$ cat config.mk
export PLATFORM = sky130hd
export DESIGN_NAME = mem_req_arbiter
export DESIGN_NICKNAME = d
export VERILOG_FILES = /design/src/rtl/mem_req_arbiter_pkg.sv /design/src/rtl/mem_arb_tag_fifo.sv /design/src/rtl/mem_req_arbiter.sv
export SDC_FILE = /design/constraint.sdc
export NUM_CORES = 1
export LEC_CHECK = 0
export CELL_PAD_IN_SITES_DETAIL_PLACEMENT = 0
export CELL_PAD_IN_SITES_GLOBAL_PLACEMENT = 1
export CORE_AREA = 4 4 131 133
export CTS_CLUSTER_SIZE = 25
export DETAILED_ROUTE_END_ITERATION = 10
export DIE_AREA = 0 0 135 137
export PLACE_DENSITY_LB_ADDON = 0.08
export SKIP_LAST_GASP = 1
export SLEW_MARGIN = 20
export SYNTH_ARGS = -nofsm -noshare
export SYNTH_HDL_FRONTEND = slang
export SYNTH_SLANG_ARGS = --single-unit
$ cat constraint.sdc
create_clock -name clk -period 2 [get_ports clk]
set_input_delay 0.3 -clock clk [delete_from_list [all_inputs] [get_ports clk]]
set_output_delay 0.3 -clock clk [all_outputs]
set_load 0.05 [all_outputs]
$ cat src/rtl/mem_req_arbiter_pkg.sv
// Shared constants for the instruction/data memory request arbiter.
package mem_req_arbiter_pkg;

  // Requester identity as stored in the read-response tag FIFO.
  typedef logic req_id_t;

  localparam req_id_t REQ_I = 1'b0;
  localparam req_id_t REQ_D = 1'b1;

  // Byte write-enable mask width; an all-zero mask marks a read.
  localparam int unsigned WMASK_BITS = 4;

  // Default geometry of the CPU memory interface.
  localparam int unsigned CPU_ADDR_BITS  = 32;
  localparam int unsigned CPU_INST_BITS  = 32;
  localparam int unsigned WORD_ADDR_BITS_DEFAULT = CPU_ADDR_BITS - $clog2(CPU_INST_BITS / 8);

endpackage

$ cat src/rtl/mem_arb_tag_fifo.sv
// In-order FIFO of requester IDs for outstanding reads. The count register is one bit wider
// than the pointers so full and empty stay distinguishable when the pointers wrap.
module mem_arb_tag_fifo
  import mem_req_arbiter_pkg::*;
#(
  parameter int unsigned DEPTH = 4
) (
  input  logic    clk,
  input  logic    reset,
  input  logic    push,
  input  logic    pop,
  input  req_id_t push_id,
  output logic    full,
  output logic    empty,
  output req_id_t head
);

  localparam int unsigned PTR_W = $clog2(DEPTH);
  localparam logic [PTR_W:0] FULL_COUNT = (PTR_W + 1)'(DEPTH);

  req_id_t          mem_q [DEPTH];
  logic [PTR_W-1:0] wr_ptr_q, rd_ptr_q;
  logic [PTR_W:0]   count_q;

  // Pointer and occupancy tracking; a simultaneous push and pop leaves the count unchanged.
  always_ff @(posedge clk) begin
    if (reset) begin
      wr_ptr_q <= '0;
      rd_ptr_q <= '0;
      count_q  <= '0;
    end else begin
      if (push) wr_ptr_q <= wr_ptr_q + PTR_W'(1);
      if (pop)  rd_ptr_q <= rd_ptr_q + PTR_W'(1);
      if (push && !pop)      count_q <= count_q + (PTR_W + 1)'(1);
      else if (!push && pop) count_q <= count_q - (PTR_W + 1)'(1);
    end
  end

  // Tag storage needs no reset; entries are only read once written.
  always_ff @(posedge clk) begin
    if (push) mem_q[wr_ptr_q] <= push_id;
  end

  // Status flags and head of queue.
  always_comb begin
    full  = (count_q == FULL_COUNT);
    empty = (count_q == '0);
    head  = mem_q[rd_ptr_q];
  end

endmodule

$ cat src/rtl/mem_req_arbiter.sv
// Round-robin arbiter sharing one memory request port between an instruction (I) and a data
// (D) requester. Read responses are steered back by an in-order tag FIFO; zero added latency.
module mem_req_arbiter
  import mem_req_arbiter_pkg::*;
#(
  parameter int unsigned CPU_WIDTH       = 32,
  parameter int unsigned WORD_ADDR_BITS  = 30,
  parameter int unsigned MAX_OUTSTANDING = 4
) (
  input  logic                      clk,
  input  logic                      reset,
  input  logic                      i_req_valid,
  output logic                      i_req_ready,
  input  logic [WORD_ADDR_BITS-1:0] i_req_addr,
  input  logic [CPU_WIDTH-1:0]      i_req_data,
  input  logic [WMASK_BITS-1:0]     i_req_write,
  output logic                      i_resp_valid,
  output logic [CPU_WIDTH-1:0]      i_resp_data,
  input  logic                      d_req_valid,
  output logic                      d_req_ready,
  input  logic [WORD_ADDR_BITS-1:0] d_req_addr,
  input  logic [CPU_WIDTH-1:0]      d_req_data,
  input  logic [WMASK_BITS-1:0]     d_req_write,
  output logic                      d_resp_valid,
  output logic [CPU_WIDTH-1:0]      d_resp_data,
  output logic                      mem_req_valid,
  input  logic                      mem_req_ready,
  output logic [WORD_ADDR_BITS-1:0] mem_req_addr,
  output logic [CPU_WIDTH-1:0]      mem_req_data,
  output logic [WMASK_BITS-1:0]     mem_req_write,
  input  logic                      mem_resp_valid,
  input  logic [CPU_WIDTH-1:0]      mem_resp_data,
  output logic                      resp_orphan
);

  req_id_t last_grant_q;
  logic    resp_orphan_q;

  req_id_t grant;
  logic    is_read, blocked, accept;
  logic    fifo_push, fifo_pop, fifo_full, fifo_empty;
  req_id_t fifo_head;

  // Round-robin grant: a lone requester wins, otherwise the one not served last.
  always_comb begin
    grant = REQ_I;
    if (i_req_valid && d_req_valid) begin
      grant = (last_grant_q == REQ_I) ? REQ_D : REQ_I;
    end else if (d_req_valid) begin
      grant = REQ_D;
    end
  end

  // Forward the granted request; reads stall only while every tag slot is taken.
  always_comb begin
    mem_req_addr  = (grant == REQ_D) ? d_req_addr  : i_req_addr;
    mem_req_data  = (grant == REQ_D) ? d_req_data  : i_req_data;
    mem_req_write = (grant == REQ_D) ? d_req_write : i_req_write;
    is_read       = (mem_req_write == '0);
    // Uses registered full only, keeping mem_resp_valid out of the ready path.
    blocked       = is_read & fifo_full;
    mem_req_valid = (i_req_valid | d_req_valid) & ~blocked;
    accept        = mem_req_valid & mem_req_ready;
    i_req_ready   = i_req_valid & (grant == REQ_I) & mem_req_ready & ~blocked;
    d_req_ready   = d_req_valid & (grant == REQ_D) & mem_req_ready & ~blocked;
    fifo_push     = accept & is_read;
  end

  // Route each memory response to the requester at the head of the tag FIFO.
  always_comb begin
    fifo_pop     = mem_resp_valid & ~fifo_empty;
    i_resp_valid = fifo_pop & (fifo_head == REQ_I);
    d_resp_valid = fifo_pop & (fifo_head == REQ_D);
    i_resp_data  = mem_resp_data;
    d_resp_data  = mem_resp_data;
    resp_orphan  = resp_orphan_q;
  end

  // Round-robin history and sticky orphan-response flag.
  always_ff @(posedge clk) begin
    if (reset) begin
      last_grant_q  <= REQ_D;
      resp_orphan_q <= 1'b0;
    end else begin
      if (accept) last_grant_q <= grant;
      if (mem_resp_valid && fifo_empty) resp_orphan_q <= 1'b1;
    end
  end

  mem_arb_tag_fifo #(
    .DEPTH(MAX_OUTSTANDING)
  ) u_tag_fifo (
    .clk    (clk),
    .reset  (reset),
    .push   (fifo_push),
    .pop    (fifo_pop),
    .push_id(grant),
    .full   (fifo_full),
    .empty  (fifo_empty),
    .head   (fifo_head)
  );

endmodule

==> results of run 1 <==
-- logic make-up after synthesis --
group,count (synthesis)
and+or+nand+nor,27
DFF,15
xor gates and xnor gates,4
adders and majority gates,6
buffers and inverters,76
muxes,70
AOI/OAI and AO/OA,13
-- stage by stage --
step | utilization [%] | setup TNS, ps | instances | worst slack [ps] | hold WS [ps]
final | 30.9 | -1720 | 602 | -83.4 | 466
after global routing | 30.9 | -4540 | 602 | -234 | 505
after CTS | 28.2 | -5670 | 597 | -137 | 482
after detailed placement | 25.0 | -29560 | 583 | -664 | 466
after global placement | 25.0 | -29280 | 583 | -614 | 468
after floorplan | - | 0 | 211 | 5.17 | 441
-- worst min-delay path: stages (launching register included) --
cell,delay (ps)
dfxtp_1,320
a21oi_1,40
nor2_1,70
-- path summary, 6_finish.rpt --
check                           depth (start not counted)                                  to                                from
worst min-delay path                                    2            resp_orphan$_SDFFE_PP0P_            resp_orphan$_SDFFE_PP0P_
worst max register to register                          9  u_tag_fifo.count_q[2]$_SDFFE_PP0P_  u_tag_fifo.count_q[2]$_SDFFE_PP0P_
worst min register to register                          2            resp_orphan$_SDFFE_PP0P_            resp_orphan$_SDFFE_PP0P_
worst max-delay path                                   10  u_tag_fifo.count_q[2]$_SDFFE_PP0P_                      d_req_write[2]
-- power breakdown --
part | switching, mW | internal, mW | leakage (nW)
combinational | 0.954 | 1.06 | 1.88
sequential | 0.0373 | 0.373 | 0.126
clock | 0.116 | 0.266 | 0.0409
total | 1.11 | 1.70 | 2.05
-- placed cells by master (no fill, tap or decap), types with 7 or more instances in the layout --
master             n
buf_12            17
dfxtp_1            9
clkbuf_16          7
buf_6             24
mux2_4            39
clkdlybuf4s50_1  127
buf_8             35
buf_4             25
mux2_2            28
nor2_1             9
-- Yosys cell counts --
| library cell | number | area share (%) |
|---|---|---|
| and3_1 | 5 | 1.5 |
| nor2_1 | 10 | 1.8 |
| nor3_1 | 1 | 0.25 |
| or3_1 | 1 | 0.31 |
| mux4_2 | 1 | 1.1 |
| a21boi_1 | 1 | 0.37 |
| nor4_1 | 2 | 0.61 |
| fa_1 | 1 | 0.98 |
| o211a_1 | 1 | 0.49 |
| nand2b_1 | 2 | 0.61 |
| clkbuf_1 | 1 | 0.18 |
| edfxtp_1 | 4 | 5.9 |
| ha_1 | 5 | 3.1 |
| o211ai_1 | 2 | 0.74 |
| a221o_1 | 1 | 0.49 |
| buf_6 | 1 | 0.55 |
| mux2i_2 | 1 | 0.68 |
| or3b_2 | 1 | 0.43 |
| nand3b_1 | 1 | 0.37 |
| mux2_2 | 66 | 37 |
| o21a_1 | 1 | 0.37 |
| dfxtp_1 | 11 | 11 |
| nand2_1 | 1 | 0.18 |
| o21ai_0 | 3 | 0.74 |
| nand3_1 | 2 | 0.49 |
| buf_2 | 5 | 1.2 |
| nor2b_1 | 1 | 0.31 |
| mux2_4 | 1 | 0.74 |
| buf_4 | 66 | 24 |
| inv_1 | 3 | 0.55 |
| mux2i_1 | 1 | 0.49 |
| xor2_1 | 4 | 1.7 |
| a21oi_1 | 4 | 0.98 |
-- layout make-up --
cell class                 count  share of cell area [%]
clock buffer                   3                    1.53
clock inverter                 1                   0.102
inverter                       3                   0.230
multi-input combinational    120                    27.7
sequential                    15                    7.01
tap                          216                    5.53
timing repair buffer         244                    57.9
-- routing by layer --
| layer | up-vias | part of all wire (%) |
|---|---|---|
| met3 | 8 | 9.9 |
| li1 | 1024 | - |
| met1 | 1002 | 35 |
| met4 | 0 | 0.95 |
| met5 | - | 0 |
| met2 | 146 | 54 |
-- repair_timing --
item                                    in CTS  in global routing
pin swaps                                    6                  8
gates resized for setup                     82                108
gates cloned                                 4                  5
endpoints found under the setup margin      72                 71
setup buffers                                6                  5
==> run_results.csv, run 1 <==
group,metric,value,unit
synthesis,yosysSeqAreaShare,16.7,%
timing,tightestPinTransition,515,ps
clocking,cts_tree,"done",
die,die_h,137,um
placed_design,place.gp.congestion,0.752,
worst_hold_path,min-delay-path-class,"reg2reg",
synthesis,syn_area,0.00204,mm^2
clocking,cts_hold_buf,0,
drt,finalWirelength,10800,um
grt,grtUsageMet1,10.9,%
final_layout,final_nets,563,
drt,wl_per_cell,18.0,um
grt,busiest_layer,"met2",
die,rows,46,
die,num_io_pins,306,
setup_path,cpMaxStageDelayCell,"fa_2",
placed_design,dpl_cell_area,0.00396,mm^2
drt,via_per_inst,3.62,
drt,ant_nets,0,
grt,track_usage,10.1,%
placed_design,place.port_buffers,209,
timing,fmax,0.480,GHz
timing,rsz0062_at_grt,"true",
setup_path,critPathTopFamily,"simple AND/OR/NAND/NOR gates",
timing,hold_viol_final,0,
timing,slew_viol_final,0,
power_and_ir_drop,p_per_area,573,mW/mm^2
die,initial_core_util,12.9,%
clocking,clockBufferDepth,2,
synthesis,muxShareOfSynthArea,39.5,%
synthesis,synth-seq-cells,15,
die,die_area,0.0185,mm^2
placed_design,dpl.hpwl,8510,um
final_layout,seqCellArea,343,um^2
die,die_w,135,um
setup_path,reg2reg_slack,-60,ps
synthesis,ys_types,33,
synthesis,yosys.area_share.simple,6.95,%
clocking,cts_sinks,15,
final_layout,multiInputGateArea,0.00136,mm^2
grt,grt_pass1_vias,2396,
clocking,h-tree-depth,1,
run_status,status,"finished, violations left",
drt,route.detailed.drc,0,
run_status,violations,"setup timing",
grt,grt_pass1_wl,13900,um
drt,vias,2180,
synthesis,synth_top_family_by_area,"multiplexers",
setup_path,crit_type,"in2reg",
setup_path,critPathMaxStageDelay,330,ps
setup_path,cp-end-kind,"register",
setup_path,crit_arrival,2250,ps
timing,postLayoutSetupSlackWorst,-83.4,ps
final_layout,drive_gt1_share,50.8,%
drt,first_pass_iters,3,
clocking,cts_made_buffers,3,
timing,setup_viol,48,
grt,met3_usage,4.23,%
setup_path,crit_buf_inv,2,
power_and_ir_drop,vdd_drop_max,0.342,mV
synthesis,synthAdderAreaFrac,4.06,%
synthesis,synth_warnings,0,
grt,antenna_found_initial,0,
grt,grt_use_met2,18.5,%
synthesis,syn_inst,211,
timing,finClkSkew,1.59,ps
timing,min_period,2080,ps
clocking,clk_latency,240,ps
final_layout,n_antenna_cell,0,
clocking,cts.clk_slew.worst_paths,50,ps
synthesis,syn_avg_cell_area,9.65,um^2
timing,final.period_utilization,104,%
die,coreArea,0.0158,mm^2
power_and_ir_drop,power,2.80,mW
setup_path,crit_required,2160,ps
power_and_ir_drop,p_leak,2.05,nW
final_layout,area_growth,140,%
setup_path,cp_max_fo,2,
grt,grt_max_degree,26,
setup_path,setup.worst_path.start_class,"primary input",
drt,drt_iter0_markers,54,
final_layout,stdcell_area,0.00489,mm^2
synthesis,synth_compound_area_share,4.18,%
clocking,cts_root_buf,"clkbuf_16",
grt,grt_overflow,0,
timing,slew-limit-headroom,65.6,%
run,max_cap_violations,0,
synthesis,synthXorXnorAreaFrac,1.72,%
setup_path,crit_chain,"dlygate4sd2_1 -> nor4_4 -> mux2i_2 -> nor2_1 -> ha_2 -> inv_2 -> fa_2 -> xor2_1 -> or3_1 -> a21oi_1",
synthesis,syn_nets,387,
final_layout,fillers,1627,
No activity file was read; power rests on OpenSTA's default activity.
==> run 2: changes to the inputs <==
SLEW_MARGIN = not set   (was 20)
==> results of run 2 <==
Same layout as run 1: the final DEF is identical, and so are final timing and power.
